--- src/rtl/fetch_pkg.sv ---
// Shared constants and types for the instruction fetch unit.
// The optional same-cycle response bypass is enabled by defining FETCH_BYPASS_EN.
package fetch_pkg;

    localparam int WORD_W = 32;
    localparam logic [WORD_W-1:0] PC_STEP = 32'd4;
    localparam logic [WORD_W-1:0] DEFAULT_RESET_PC = 32'h0000_0000;

    // Width of the outstanding/discard counters; in-flight requests are bounded by memory latency.
    localparam int OUTST_W = 8;

    typedef struct packed {
        logic [WORD_W-1:0] pc;
        logic [WORD_W-1:0] instr;
    } fetch_entry_t;

    function automatic logic [WORD_W-1:0] align_pc(input logic [WORD_W-1:0] pc);
        return {pc[WORD_W-1:2], 2'b00};
    endfunction

endpackage

--- src/rtl/fetch_fifo.sv ---
// Instruction buffer: circular FIFO of fetch entries with push/pop/flush and occupancy count.
// The head entry reads as all zeros while the buffer is empty.
module fetch_fifo
    import fetch_pkg::*;
#(
    parameter int DEPTH = 2
) (
    input  logic                       clk,
    input  logic                       reset,
    input  logic                       push,
    input  fetch_entry_t               push_data,
    input  logic                       pop,
    input  logic                       flush,
    output fetch_entry_t               head,
    output logic [$clog2(DEPTH+1)-1:0] count
);

    localparam int PTR_W = (DEPTH > 1) ? $clog2(DEPTH) : 1;
    localparam int CNT_W = $clog2(DEPTH + 1);

    fetch_entry_t     mem [DEPTH];
    logic [PTR_W-1:0] rd_ptr;
    logic [PTR_W-1:0] wr_ptr;
    logic             do_push;
    logic             do_pop;

    function automatic logic [PTR_W-1:0] ptr_inc(input logic [PTR_W-1:0] p);
        return (p == PTR_W'(DEPTH - 1)) ? '0 : p + PTR_W'(1);
    endfunction

    // A push into a full buffer is accepted only when the head leaves in the same cycle.
    assign do_pop  = pop && (count != '0);
    assign do_push = push && ((count != CNT_W'(DEPTH)) || do_pop);

    assign head = (count != '0) ? mem[rd_ptr] : '0;

    always_ff @(posedge clk) begin
        if (do_push) begin
            mem[wr_ptr] <= push_data;
        end
    end

    always_ff @(posedge clk) begin
        if (reset || flush) begin
            rd_ptr <= '0;
            wr_ptr <= '0;
            count  <= '0;
        end else begin
            if (do_push) begin
                wr_ptr <= ptr_inc(wr_ptr);
            end
            if (do_pop) begin
                rd_ptr <= ptr_inc(rd_ptr);
            end
            case ({do_push, do_pop})
                2'b10:   count <= count + CNT_W'(1);
                2'b01:   count <= count - CNT_W'(1);
                default: count <= count;
            endcase
        end
    end

endmodule

--- src/rtl/fetch_unit.sv ---
// Instruction fetch unit: issues sequential fetches, buffers in-order responses, handles redirects.
// Defining FETCH_BYPASS_EN lets a response reach decode in its arrival cycle when the buffer is empty.
module fetch_unit
    import fetch_pkg::*;
#(
    parameter int                DEPTH    = 2,
    parameter logic [WORD_W-1:0] RESET_PC = DEFAULT_RESET_PC
) (
    input  logic              clk,
    input  logic              reset,
    output logic              imem_req,
    output logic [WORD_W-1:0] imem_addr,
    input  logic              imem_rvalid,
    input  logic [WORD_W-1:0] imem_rdata,
    output logic              instr_valid,
    output logic [WORD_W-1:0] instr,
    output logic [WORD_W-1:0] instr_pc,
    input  logic              instr_ready,
    input  logic              redirect,
    input  logic [WORD_W-1:0] redirect_pc
);

    localparam int CNT_W = $clog2(DEPTH + 1);
    localparam int OCC_W = OUTST_W + 1;

    logic [WORD_W-1:0]  fetch_pc;
    logic [WORD_W-1:0]  resp_pc;
    logic [OUTST_W-1:0] outst;
    logic [OUTST_W-1:0] disc;
    logic [CNT_W-1:0]   cnt;
    logic [OCC_W-1:0]   occupancy;
    fetch_entry_t       head;
    fetch_entry_t       push_data;
    logic               fifo_empty;
    logic               fifo_push;
    logic               fifo_pop;
    logic               resp_keep;
    logic               bypass_hit;
    logic               bypass_take;

    // Live requests plus buffered entries never exceed DEPTH, so every kept response has a slot.
    assign occupancy  = OCC_W'(outst - disc) + OCC_W'(cnt);
    assign imem_req   = !reset && !redirect && (occupancy < OCC_W'(DEPTH));
    assign imem_addr  = fetch_pc;

    assign fifo_empty = (cnt == '0);
    assign resp_keep  = imem_rvalid && (disc == '0) && !redirect;

`ifdef FETCH_BYPASS_EN
    assign bypass_hit = fifo_empty && resp_keep;
`else
    assign bypass_hit = 1'b0;
`endif

    // Decode handshake: an instruction transfers in any cycle where instr_valid and instr_ready
    // are both high; instr/instr_pc stay stable while instr_valid is high and instr_ready is low.
    assign instr_valid = !reset && (!fifo_empty || bypass_hit);
    assign bypass_take = bypass_hit && instr_ready;

    always_comb begin
        instr    = '0;
        instr_pc = '0;
        if (!reset) begin
            if (!fifo_empty) begin
                instr    = head.instr;
                instr_pc = head.pc;
            end else if (bypass_hit) begin
                instr    = imem_rdata;
                instr_pc = resp_pc;
            end
        end
    end

    assign fifo_pop  = instr_valid && instr_ready && !fifo_empty;
    assign fifo_push = resp_keep && !bypass_take;
    assign push_data = '{pc: resp_pc, instr: imem_rdata};

    fetch_fifo #(
        .DEPTH (DEPTH)
    ) u_fifo (
        .clk       (clk),
        .reset     (reset),
        .push      (fifo_push),
        .push_data (push_data),
        .pop       (fifo_pop),
        .flush     (redirect),
        .head      (head),
        .count     (cnt)
    );

    // On redirect every request still in flight after this cycle's response becomes stale.
    always_ff @(posedge clk) begin
        if (reset) begin
            fetch_pc <= RESET_PC;
            resp_pc  <= RESET_PC;
            outst    <= '0;
            disc     <= '0;
        end else begin
            if (redirect) begin
                fetch_pc <= align_pc(redirect_pc);
                resp_pc  <= align_pc(redirect_pc);
                disc     <= outst - OUTST_W'(imem_rvalid);
            end else begin
                if (imem_req) begin
                    fetch_pc <= fetch_pc + PC_STEP;
                end
                if (resp_keep) begin
                    resp_pc <= resp_pc + PC_STEP;
                end
                if (imem_rvalid && (disc != '0)) begin
                    disc <= disc - OUTST_W'(1);
                end
            end
            outst <= outst + OUTST_W'(imem_req) - OUTST_W'(imem_rvalid);
        end
    end

endmodule

--- config.mk ---
export PLATFORM = sky130hd
export DESIGN_NAME = fetch_unit
export DESIGN_NICKNAME = d
export VERILOG_FILES = /design/src/rtl/fetch_pkg.sv /design/src/rtl/fetch_fifo.sv /design/src/rtl/fetch_unit.sv
export SDC_FILE = /design/constraint.sdc
export NUM_CORES = 1
export LEC_CHECK = 0
export CAP_MARGIN = 20
export CORE_MARGIN = 2
export CORE_UTILIZATION = 25
export CTS_CLUSTER_SIZE = 30
export DETAILED_ROUTE_END_ITERATION = 10
export SLEW_MARGIN = 20
export SYNTH_ARGS = -nofsm -noshare
export SYNTH_HDL_FRONTEND = slang
export SYNTH_SLANG_ARGS = --single-unit
--- constraint.sdc ---
create_clock -name clk -period 5.45 [get_ports clk]
set_clock_uncertainty 0.15 [all_clocks]
set_input_delay 0.545 -clock clk [delete_from_list [all_inputs] [get_ports clk]]
set_output_delay 0.545 -clock clk [all_outputs]
set_load 0.05 [all_outputs]
==> run metrics <==
register bit count reported by yosys 205; initial DRC count ~300; total power around 4.5 mW; die area 0.0407 mm^2; synth cell count leaders edfxtp_1, nor2_1, dfxtp_1, mux2i_1, inv_1; Post-synth EDFFs around 120; RSZ-0062 raised after global routing no; crit-path max FO 19; Clock transition at path regs ~60 ps; Power Internal about 3.2 mW; CTS Root Cell clkbuf_16; r2r setup slk approximately 640 ps; Worst-Margin Slew between 800 and 900 ps; Via Count roughly 7,000; YS warnings 0; Hold Path Sink u_fifo.mem[1][57]; CTS tree done; area of the core between 0.03 and 0.04 mm^2; top-area cell type share of the netlist area about two fifths; Leakage 4.19 nW; io pins roughly 170; DR WL met2 between 10,000 and 15,000 um; worst hold start resp_pc[25]; non-filler cells, final 1,537; die width between 200 and 250 um; Gate power share between 20% and 30%; gpl congestion around 0.80; Setup WS post-layout 349 ps; reg2reg start outst[1]; Layout area overhead 30.2%; HPWL after DPL 17,300 um; net switching power around 1.4 mW; Avg WL per Cell about 16 um; minimum clock period around 5000 ps; placed insts roughly 1,500; fin util about a third; cts hold-fix bufs 0; M1 wire length ~12,000 um; cell area after layout roughly 0.013 mm^2; Max Cap Viol 0; register area share after synthesis 54.7%; setup total negative slack 0 ps; number of global-route vias before repair 6,627; Worst Hold Class reg -> reg; Fin. Hold Viols 0; Setup crit end kind output pin; most used flip-flop cell after synthesis edfxtp_1; DRC violation count after routing 0; status completed; ys async rst share 0%; DR top layer met4; filler instances ~3,900; Cell Rows 72; Unique masters post-synth 63; Layout Nets ~1,100; total track usage roughly an eighth; metal3 WL between 1500 and 2000 um; endpoints failing setup 0; R2R depth 19; cts repair resizes 0; CTS sink count between 200 and 250; fmax just under 200 MHz; Slowest-stage cell, CP clkdlybuf4s50_1; H-tree depth 1; layout cells sized above 1 6.28%; R2R Path End outst[6]; Post-CTS Setup Repair Bufs 0; area of placed instances around 0.012 mm^2; number of diodes 0; Synth area leaders edfxtp_1, dfxtp_1, mux2i_1; relative slew slack 41.1%; first-pass GRT wire length between 30,000 and 40,000 um; Post-Syn Instances ~850; largest net degree at the start of global routing 63; hold slack around 330 ps; Critical Path RT 4760 ps; Slew Limit Fails 0; Sequential Power Share between 40% and 50%; DRT Pass-1 Iters 4; Cell Chain, Critical Path inv_1 -> fa_1 -> inv_1 -> fa_1 -> xor2_1 -> a2111oi_4 -> o311a_2 -> o211ai_4 -> nor2_1 -> clkdlybuf4s50_1; number of buffers created by CTS 24; Avg Vias per Cell between 4 and 5; Detailed Route WL roughly 25,000 um; CP max stage delay ~900 ps; Detail Route Antenna Nets 0; total gr overflow 0; most common cell in the netlist edfxtp_1; CP Class reg -> out; IO Port Bufs 160; Mean Syn Cell Area ~12 um^2; Period Utilization, post-route 93.6%; starting density of the core 25.3%; crit start category flop; WP data arrival 4410 ps; sw frac between 20 and 30%; CTS Buffer Depth 3; die height 202 um; hold depth 0; pwr dens approximately 360 mW/mm^2; pre-CTS setup slack 662 ps; initial antenna violation count 0; peak supply drop ~0.18 mV; Clk Latency, worst-skew pair around 520 ps; largest area contributor in the netlist edfxtp_1; Synth Cell Area 0.00977 mm^2; Clock power frac a little over a third
## how the worst max path moves through the flow
stage	endpoint	slack (ps)	depth (start not counted)	startpoint
final	imem_req	350	10	outst[1]
after global routing	imem_req	200	10	outst[1]
after CTS	imem_req	270	10	outst[1]
after detailed placement	outst[6]	660	19	outst[1]
after global placement	outst[6]	690	19	outst[1]
after floorplan	u_fifo.mem[0][0]	320	5	disc[3]
## final cells by class
cell class	count	area, um^2	share of cell area, %
flip-flops and latches	205	5350	42.0
repair buffers	169	1670	13.1
clock buffers	27	612	4.81
clock inverters	16	196	1.54
inverters	46	173	1.36
multi-input cells	556	4070	32.0
well taps	518	648	5.09
## state kept, by name (all words and copies together), names as in the netlist, named ones only
| name | flops |
|---|---|
| u_fifo.mem | 124 |
| imem_addr | 30 |
| resp_pc | 30 |
| disc | 8 |
| outst | 8 |
| u_fifo.count | 2 |
| u_fifo.rd_ptr | 1 |
| u_fifo.wr_ptr | 1 |
## power groups by stage
stage / Combinational, mW / Clock (mW) / Sequential, mW
finish: 1.08 / 1.64 / 1.82
floorplan: 0.756 / 0 / 1.88
global route: 1.20 / 1.76 / 1.84
global placement: 1.05 / 0 / 1.85
CTS: 1.08 / 1.69 / 1.82
detailed placement: 1.07 / 0 / 1.86
## kinds of logic after synthesis
kind of cell | Yosys count | share of synthesized area [%]
AND/OR/NAND/NOR | 239 | 12.4
adder cells (fa/ha/maj) | 34 | 4.58
flip-flops | 205 | 54.7
multiplexers | 66 | 6.77
other | 1 | 0.0384
buffers and inverters | 91 | 4.03
XOR/XNOR | 70 | 6.27
AO/OA/AOI/OAI | 143 | 11.1
## layer usage
metal,vias to the layer above,GRT usage [%]
li1,3381,-
met1,3250,17.5
met2,183,17.7
met3,35,2.72
met4,0,3.02
met5,-,0
## cell usage in the layout, fill, tap and decap left out, types with 10 or more instances in the layout
cell type	n
o21a_1	32
inv_1	44
a211oi_1	17
edfxtp_1	124
a21boi_1	10
ha_1	31
nand4_1	14
and4_1	11
xnor2_1	44
a21oi_1	11
o31a_1	11
a21boi_0	29
clkdlybuf4s50_1	160
clkbuf_16	24
xor2_1	26
dfxtp_1	80
a31oi_1	10
nand3_1	29
nor2_1	103
mux2i_1	65
nand2_1	24
and3_1	15
## worst max-delay path, delay by kind of cell (launching register included)
| family | cells | cell delay [ps] |
|---|---|---|
| AOI/OAI and AO/OA | 3 | 760 |
| xor gates and xnor gates | 1 | 200 |
| adders and majority gates | 2 | 1000 |
| buffers and inverters | 3 | 1120 |
| DFF | 1 | 380 |
| and+or+nand+nor | 1 | 430 |
Note: power is estimated with default switching activity, not from simulation.
